[src/rtl/conv_pkg.sv]
// Shared definitions for the convolution front end: controller state encoding,
// default geometry and helpers that derive storage depth and counter widths.
// Latency/backpressure: n/a (types and constants only). No ports.
package conv_pkg;

  typedef enum logic [1:0] {
    ST_IDLE   = 2'd0,
    ST_ACCEPT = 2'd1,
    ST_EMIT   = 2'd2,
    ST_DONE   = 2'd3
  } state_t;

  localparam int DATA_WIDTH_DEF = 16;
  localparam int K_DEF          = 3;
  localparam int MAX_COLS_DEF   = 32;
  localparam int MAX_ROWS_DEF   = 32;

  // Pixels that must stay resident so a full KxK window can be read.
  function automatic int tap_depth(input int k, input int max_cols);
    return (k - 1) * max_cols + k;
  endfunction

  // Bits needed to index n entries (at least one bit).
  function automatic int idx_w(input int n);
    return (n <= 1) ? 1 : $clog2(n);
  endfunction

endpackage

[src/rtl/tap_shift_reg.sv]
// Enable-gated tap shift register: serial in at depth 0, random read by depth.
// Latency: a shift lands on the next rising edge; the read port is combinational.
// Backpressure: none; contents hold whenever shift_en is low.
// Ports: clk, rst (async, active-high, clears storage), shift_en, shift_in,
//        depth (read index), depth_output (value stored at that depth).
module tap_shift_reg #(
  parameter int DATA_WIDTH = 16,
  parameter int DEPTH      = 67,
  parameter int PTR_W      = 7
) (
  input  logic                  clk,
  input  logic                  rst,
  input  logic                  shift_en,
  input  logic [DATA_WIDTH-1:0] shift_in,
  input  logic [PTR_W-1:0]      depth,
  output logic [DATA_WIDTH-1:0] depth_output
);

  logic [DEPTH-1:0][DATA_WIDTH-1:0] taps;

  always_ff @(posedge clk or posedge rst) begin
    if (rst) begin
      taps <= '0;
    end else if (shift_en) begin
      taps <= {taps[DEPTH-2:0], shift_in};
    end
  end

  // Out-of-range indices read as zero rather than aliasing.
  assign depth_output = (int'(depth) < DEPTH) ? taps[depth] : '0;

endmodule

[src/rtl/window_tap_sequencer.sv]
// Streams a row-major frame into tap storage and reads out each full KxK window
// one tap per handshake. Latency: first tap valid the cycle after the pixel that
// completes a window. Backpressure: in_ready is low for the whole tap readout.
// Ports: clk, rst, start + cfg_cols/cfg_rows (frame config), in_valid/in_ready/
//        in_data (pixels), tap_valid/tap_ready/tap_data/tap_idx/tap_last (taps),
//        busy, frame_done.
module window_tap_sequencer
  import conv_pkg::*;
#(
  parameter int DATA_WIDTH = DATA_WIDTH_DEF,
  parameter int K          = K_DEF,
  parameter int MAX_COLS   = MAX_COLS_DEF,
  parameter int MAX_ROWS   = MAX_ROWS_DEF
) (
  input  logic                          clk,
  input  logic                          rst,
  input  logic                          start,
  input  logic [$clog2(MAX_COLS+1)-1:0] cfg_cols,
  input  logic [$clog2(MAX_ROWS+1)-1:0] cfg_rows,
  input  logic                          in_valid,
  output logic                          in_ready,
  input  logic [DATA_WIDTH-1:0]         in_data,
  output logic                          tap_valid,
  input  logic                          tap_ready,
  output logic [DATA_WIDTH-1:0]         tap_data,
  output logic [$clog2(K*K)-1:0]        tap_idx,
  output logic                          tap_last,
  output logic                          busy,
  output logic                          frame_done
);

  localparam int COL_W = $clog2(MAX_COLS + 1);
  localparam int ROW_W = $clog2(MAX_ROWS + 1);
  localparam int IDX_W = $clog2(K * K);
  localparam int KC_W  = idx_w(K);
  localparam int DEPTH = tap_depth(K, MAX_COLS);
  localparam int PTR_W = idx_w(DEPTH);

  localparam logic [COL_W-1:0] C_MIN  = COL_W'(K);
  localparam logic [COL_W-1:0] C_MAX  = COL_W'(MAX_COLS);
  localparam logic [COL_W-1:0] C_KM1  = COL_W'(K - 1);
  localparam logic [ROW_W-1:0] R_MIN  = ROW_W'(K);
  localparam logic [ROW_W-1:0] R_MAX  = ROW_W'(MAX_ROWS);
  localparam logic [ROW_W-1:0] R_KM1  = ROW_W'(K - 1);
  localparam logic [IDX_W-1:0] T_LAST = IDX_W'(K * K - 1);
  localparam logic [KC_W-1:0]  KC_END = KC_W'(K - 1);
  localparam logic [PTR_W-1:0] P_KM1  = PTR_W'(K - 1);

  state_t state, state_d;

  logic [COL_W-1:0] cols_q, col;
  logic [ROW_W-1:0] rows_q, row;
  logic [IDX_W-1:0] t;
  logic [KC_W-1:0]  kc;
  logic [PTR_W-1:0] ptr, base, row_step;
  logic             win_last;
  logic [DATA_WIDTH-1:0] rd_data;

  logic cfg_ok, pix_hs, tap_hs, win_ready, at_last_tap;

  assign cfg_ok = (cfg_cols >= C_MIN) && (cfg_cols <= C_MAX) &&
                  (cfg_rows >= R_MIN) && (cfg_rows <= R_MAX);
  assign pix_hs      = (state == ST_ACCEPT) && in_valid;
  assign at_last_tap = (state == ST_EMIT) && (t == T_LAST);
  assign tap_hs      = (state == ST_EMIT) && tap_ready;
  // Windows are only formed once the accepted pixel has K-1 rows and columns
  // behind it, so the wrapped-around columns in storage are never read.
  assign win_ready   = (row >= R_KM1) && (col >= C_KM1);

  always_ff @(posedge clk or posedge rst) begin
    if (rst) begin
      state <= ST_IDLE;
    end else begin
      state <= state_d;
    end
  end

  always_comb begin
    state_d   = state;
    in_ready  = 1'b0;
    tap_valid = 1'b0;
    frame_done = 1'b0;
    unique case (state)
      ST_IDLE: begin
        if (start && cfg_ok) state_d = ST_ACCEPT;
      end
      ST_ACCEPT: begin
        in_ready = 1'b1;
        if (in_valid && win_ready) state_d = ST_EMIT;
      end
      ST_EMIT: begin
        tap_valid = 1'b1;
        if (tap_ready && (t == T_LAST)) state_d = win_last ? ST_DONE : ST_ACCEPT;
      end
      ST_DONE: begin
        frame_done = 1'b1;
        state_d    = ST_IDLE;
      end
      default: state_d = ST_IDLE;
    endcase
  end

  always_ff @(posedge clk or posedge rst) begin
    if (rst) begin
      cols_q   <= '0;
      rows_q   <= '0;
      row      <= '0;
      col      <= '0;
      t        <= '0;
      kc       <= '0;
      ptr      <= '0;
      base     <= '0;
      row_step <= '0;
      win_last <= 1'b0;
    end else begin
      if ((state == ST_IDLE) && start && cfg_ok) begin
        cols_q   <= cfg_cols;
        rows_q   <= cfg_rows;
        row      <= '0;
        col      <= '0;
        // Depth of tap 0 and the jump between kernel rows, fixed per frame so
        // the readout only ever adds/subtracts.
        base     <= P_KM1 * PTR_W'(cfg_cols) + P_KM1;
        row_step <= PTR_W'(cfg_cols) - P_KM1;
      end
      if (pix_hs) begin
        if (col == cols_q - COL_W'(1)) begin
          col <= '0;
          row <= row + ROW_W'(1);
        end else begin
          col <= col + COL_W'(1);
        end
        if (win_ready) begin
          t        <= '0;
          kc       <= '0;
          ptr      <= base;
          win_last <= (row == rows_q - ROW_W'(1)) && (col == cols_q - COL_W'(1));
        end
      end
      if (tap_hs && !at_last_tap) begin
        t <= t + IDX_W'(1);
        if (kc == KC_END) begin
          kc  <= '0;
          ptr <= ptr - row_step;
        end else begin
          kc  <= kc + KC_W'(1);
          ptr <= ptr - PTR_W'(1);
        end
      end
    end
  end

  tap_shift_reg #(
    .DATA_WIDTH (DATA_WIDTH),
    .DEPTH      (DEPTH),
    .PTR_W      (PTR_W)
  ) u_taps (
    .clk          (clk),
    .rst          (rst),
    .shift_en     (pix_hs),
    .shift_in     (in_data),
    .depth        (ptr),
    .depth_output (rd_data)
  );

  // t is left at the last index after a window, so tap outputs are gated.
  assign tap_data = (state == ST_EMIT) ? rd_data : '0;
  assign tap_idx  = (state == ST_EMIT) ? t : '0;
  assign tap_last = at_last_tap;
  assign busy     = (state != ST_IDLE);

endmodule

[config.mk]
export PLATFORM = sky130hd
export DESIGN_NAME = window_tap_sequencer
export DESIGN_NICKNAME = d
export VERILOG_FILES = /design/src/rtl/conv_pkg.sv /design/src/rtl/tap_shift_reg.sv /design/src/rtl/window_tap_sequencer.sv
export SDC_FILE = /design/constraint.sdc
export NUM_CORES = 2
export LEC_CHECK = 0
export CORE_MARGIN = 8
export CORE_UTILIZATION = 45
export CTS_CLUSTER_DIAMETER = 120
export DETAILED_ROUTE_END_ITERATION = 16
export PLACE_DENSITY = 0.67
export SLEW_MARGIN = 15
export SYNTH_ARGS = -nofsm -noshare
export SYNTH_HDL_FRONTEND = slang
export SYNTH_HIERARCHICAL = 1
export SYNTH_SLANG_ARGS = --single-unit
[constraint.sdc]
create_clock -name clk -period 52.6 [get_ports clk]
set_clock_uncertainty 0.05 [all_clocks]
set_input_delay 13.15 -clock clk [delete_from_list [all_inputs] [get_ports clk]]
set_output_delay 13.15 -clock clk [all_outputs]
set_load 0.01 [all_outputs]
; ---- Yosys cells after proc, flatten, opt, wreduce, memory -nomap -nowiden
; Index checks and enable logic that the tools add are counted.
[totals]
regBits = 1126
input_bits = 33
elab_cells = 159
[classes]
n_addsub = 10
n_lt_le_gt_ge = 8
n_eq_ne = 10
n_mux = 30
reduce_logical = 23
[ops]
columns = operator, count
row1 = 16-bit binary-select mux with 7-bit select, 1
row2 = 16-bit 2-to-1 mux, 3
row3 = 6-bit 2-to-1 mux, 6
row4 = 7-bit 2-to-1 mux, 4
row5 = "6-bit by 2-bit greater-or-equal comparator with 1-bit output, second input constant", 4
row6 = 2-bit 2-to-1 mux, 8
row7 = 4-bit 2-to-1 mux, 4
row8 = 1-bit logical AND, 14
row9 = "6-bit by 1-bit adder with 6-bit output, second input constant", 2
row10 = 6-bit == test, 2
row11 = "6-bit <= comparator, second input constant", 2
row12 = "6-bit by 1-bit subtractor with 6-bit output, second input constant", 2
row13 = "7-bit by 8-bit < comparator with 1-bit output, second input constant", 1
row14 = 2-bit one-hot mux with 4 select lines, 1
row15 = 2-bit nonzero test, 4
row16 = "7-bit by 2-bit adder with 7-bit output, second input constant", 1
row17 = "7-bit < comparator, second input constant", 1
row18 = "6-bit by 2-bit subtractor with 7-bit output, second input constant", 1
row19 = "7-bit by 1-bit subtractor with 7-bit output, second input constant", 1
row20 = 7-bit subtractor, 1
row21 = "2-bit == test, second input constant", 3
row22 = "4-bit by 1-bit adder with 4-bit output, second input constant", 1
row23 = "4-bit == test, second input constant", 1
row24 = "2-bit by 1-bit inequality test with 1-bit output, second input constant", 2
row25 = other kinds (8), 11

; ---- Longest topological paths before layout
[depth]
ltp_word = 8
depth_mapped = 10
mapped_depth_nobuf = 9

; ---- Hierarchy
; The synthesis kept the hierarchy.
[by_module_without_submodules]
columns = module, instances, cells_per_inst, area_per_inst_um2, seq_area_each_um2
row1 = tap_shift_reg, 1, 2913, 47868.4, 26825.7
row2 = window_tap_sequencer, 1, 379, 3379.5, 1301.2

; ---- Worst setup path after synthesis
; OpenSTA, ideal clock, no wires.
[synth_path]
kind = reg2out
from = reg ptr[1]
to = out tap_data[0]
t_arrival_ns = 2.213
required_time_ns = 39.400
slack_ns = 37.187
stages_incl_launch_ff = 9
n_path_buf = 3
path_cell_list = dfrtp_1 -> buf_2 -> buf_2 -> buf_1 -> mux4_2 -> mux4_2 -> a22oi_1 -> nand2_1 -> and2_1
[synth_between]
elab_chain_cells = 4
[synth_rtl]
columns = element, line
row1 = "start, declared", window_tap_sequencer.sv:55  ; logic [PTR_W-1:0] ptr, base, row_step;
row2 = "start signal, assigned", window_tap_sequencer.sv:136  ; ptr <= base;
row3 = "start signal, assigned", window_tap_sequencer.sv:144  ; ptr <= ptr - row_step;
row4 = "start signal, assigned", window_tap_sequencer.sv:147  ; ptr <= ptr - PTR_W'(1);
row5 = 16-bit binary-select mux with 7-bit select, tap_shift_reg.sv:30  ; assign depth_output = (int'(depth) < DEPTH) ? taps[depth] : '0;
row6 = 16-bit 2-to-1 mux (implied by the code), tap_shift_reg.sv:30
row7 = 16-bit 2-to-1 mux *, tap_shift_reg.sv:30
row8 = via rd_data[0], window_tap_sequencer.sv:57  ; logic [DATA_WIDTH-1:0] rd_data;
row9 = 16-bit 2-to-1 mux *, window_tap_sequencer.sv:167  ; assign tap_data = (state == ST_EMIT) ? rd_data : '0;
row10 = "end, declared", window_tap_sequencer.sv:25  ; output logic [DATA_WIDTH-1:0] tap_data,
; The timed path passes the listed nets; every way through them passes the cells marked *. The select of a mux whose other input is x is not followed.

; ---- Worst setup path in the final report
[layout_path]
from = reg ptr[0]
to = out tap_data[4]
; Same word-level chain as after synthesis.

==> results.md <==
- GR Util All Layers: 16.0%
- Worst path arrival time: roughly 5600 ps
- Most common flop cell mapped by yosys: dfrtp_1
- Unique masters post-synth: around 70
- GRT overflow: 0
- Most frequent cell after synthesis: dfrtp_1
- Resized Gates After CTS: 0
- # IOs: slightly below 60
- Status: finished clean
- Synth area leaders: dfrtp_1 55%, mux2_2 24%, mux4_2 12%
- Final nets: around 3300
- Hold WS: between 400 and 500 ps
- H-tree Lvls: 3
- Leakage: 26.5 nW
- Port bufs: 57
- Total of max-cap violations: 0
- Period utilization: ~36%
- CTS Buffer Depth: 3
- Cells after Synth: approximately 3300
- # clock sinks: approximately 1100
- Post-DRT Antenna Nets: 0
- Initial Utilization: 45.1%
- Slowest cell on crit path: nor2b_4
- DP HPWL: a little under 60 mm
- Slew HR: about a fifth
- Layout area overhead: 11.0%
- Worst setup SP type: register
- Max VDD drop: 0.0340 mV
- Sequential fraction of the synthesis area: a little over half
- Wire per inst: 20.4 um
- Synth top cells by count: 1124 x dfrtp_1, 1072 x mux2_2, 275 x mux4_2
- Worst-path cell chain: buf_12 -> buf_4 -> nor2b_4 -> a2bb2oi_1 -> o211ai_1 -> o21ai_0 -> a21oi_1 -> and2_1 -> clkdlybuf4s50_1
- Top-area cell type share of the netlist area: between 50% and 60%
- First drt pass iteration count: 5
- Initial antenna violation count: 3
- Syn_nets: around 3300
- Share of cells above drive strength 1: 47.4%
- PD cells: approximately 45 nW/um^2
- Final hold violation count: 0
- GR Util met3: around 2.4%
- First-pass GRT wire length: between 150 and 200 mm
- Hold buffer count at CTS: 0
- Global route hottest layer: met2
- Residual DRC: 0
- Drt total wl: 99.9 mm
- Clock-pin slew on the worst setup and hold paths: approximately 60 ps
- Core Box Area: 114000 sq um
- Largest net degree at the start of global routing: about 180
- Drt initial violations: 1779
- Power, Total: 2.59 mW
- Row count: ~120
- Fillers: ~9600
- Sw Share: between 30% and 40%
- DIE HEIGHT: around 350 um
- Cell Area, Synth: between 50000 and 60000 sq um
- RSZ-0062 raised after global routing: false
- CP Max Fanout: 84
- Max-slew violations: 0
- Vias post-DR: approximately 28000
- Final TNS setup: 0 ps
- Die X: about 350 um
- Clk network pwr share: a little under a third
- Critical Path End Type: output pin
- Final core utilization: between 50% and 60%
- Flop pwr share: 40.8%
- Vias in the first global route: just under 30000
- Switching power: 0.815 mW
- GRT met2 Usage: 25.0%
- Mean Syn Cell Area: 15.6 sq um
- Max stage delay on crit path: roughly 770 ps
- Worst endpoint required time: 39400 ps
- Final setup violation count: 0
- Vias per Instance: between 5 and 6
- Post-synth EDFFs: 0
- Ys Warns: 6
- Post-CTS Setup Bufs: 0
- WS Path Type: register to output pin
- Yosys top cell by area: dfrtp_1
- Worst Tran Pin Value: 1200 ps
- Die area: around 120000 sq um
- Root Driver: clkbuf_16
- Asr flop ratio synth: 100%
- TritonCTS Buffers: around 120
- Tmin final: between 15000 and 20000 ps
- Met1 usage: around a quarter
- Cell internal pwr: ~1.8 mW
- Combinational fraction of design power: between 20% and 30%
- Placer Congestion: around 0.73
- CTS tree: built
- Worst min-delay path category: register to register
- Max Clk Rate: 0.0533 GHz
- #FFs+latches synth: 1124
- Skew-Pair Late Insertion Delay: a little under 700 ps
[kinds of logic (layout without fill, tap and decap cells)]
kind of cell / after synthesis / in the layout / share of synthesized area, %
AO/OA/AOI/OAI: 213 / 213 / 2.82
XOR/XNOR: 28 / 28 / 0.479
buffers and inverters: 253 / 337 / 2.15
multiplexers: 1405 / 1405 / 36.8
adder cells (fa/ha/maj): 19 / 19 / 0.479
other: 0 / 1 / 0
AND/OR/NAND/NOR: 250 / 250 / 2.41
flip-flops: 1124 / 1124 / 54.9
[metrics by stage]
step,setup WS (ps),instances,instance area [sq um]
after floorplan,9220,3292,51200
after global placement,34440,4681,53200
after detailed placement,34420,4681,53200
after CTS,33670,4888,56900
after global routing,33480,4888,56900
final,33840,4889,56900
[area by class of cell]
class / count / area (sq um) / area share [%]
inverters: 24 / 108 / 0.189
diodes: 1 / 2.50 / 0.00440
clock inverters: 31 / 268 / 0.471
multi-input cells: 1915 / 22000 / 38.7
clock buffers: 176 / 3460 / 6.08
repair buffers: 106 / 1000 / 1.76
well taps: 1512 / 1890 / 3.32
flip-flops and latches: 1124 / 28100 / 49.4
[power by group through the flow]
stage | clock (mW) | combinational [mW] | sequential [mW]
final | 0.800 | 0.732 | 1.05
after global routing | 0.859 | 0.790 | 1.07
after CTS | 0.825 | 0.744 | 1.06
after detailed placement | 0 | 0.740 | 1.07
after global placement | 0 | 0.736 | 1.07
after floorplan | 0 | 0.579 | 1.03
[flip-flops by register name (all words and copies together) (netlist names)]
name         count
t                4
rows_q           6
row_step         6
u_taps/taps   1072
base             6
col              6
cols_q           6
ptr              7
win_last         1
state            2
row              6
kc               2
[worst max-delay path: cells and delay by family (launching register included)]
kind / cells / cell delay (ps)
AOI/OAI and AO/OA: 4 / 1260
buffers and inverters: 3 / 1870
DFF: 1 / 680
and+or+nand+nor: 2 / 1000
[final timing paths]
path / start / end / slack, ps / cells past startpoint
worst max-delay path: ptr[0] / tap_data[4] / 33840 / 9
worst min-delay path: win_last / win_last / 430 / 2
worst max register to register: state[0] / u_taps/taps[819] / 47380 / 7
worst min register to register: win_last / win_last / 430 / 2
max in group asynchronous: rst / u_taps/taps[919] / 36990 / 4
min in group asynchronous: rst / u_taps/taps[15] / 13060 / 2
[cell usage in the layout, fill, tap and decap left out, types with 7 or more instances in the layout]
cell type        netlist  final
clkbuf_1             158     29
mux2_2              1072   1072
inv_1                 24     20
a22oi_1               37     37
clkdlybuf4s50_1        0     57
nand2b_1               7      7
mux2i_1               58     58
clkinv_2               0     23
nor2_1                33     32
xnor2_1               21     21
a221oi_1              19     19
ha_1                  18     18
buf_4                 14     44
o22ai_1               15     15
xor2_1                 7      7
and2_1                27     27
dfrtp_1             1124   1121
a21oi_1               13     13
o21ai_0               73     73
nand3_1               23     23
clkbuf_8               0     29
nand2_1              102    102
nor3_1                17     17
clkbuf_16              0    118
mux4_2               275    275
[layer usage]
layer / vias to the layer above / share of wire, %
li1: 12300 / -
met2: 376 / 47
met5: - / 0
met3: 135 / 3.7
met1: 14800 / 47
met4: 0 / 2.0
No activity file was read; power rests on OpenSTA's default activity.
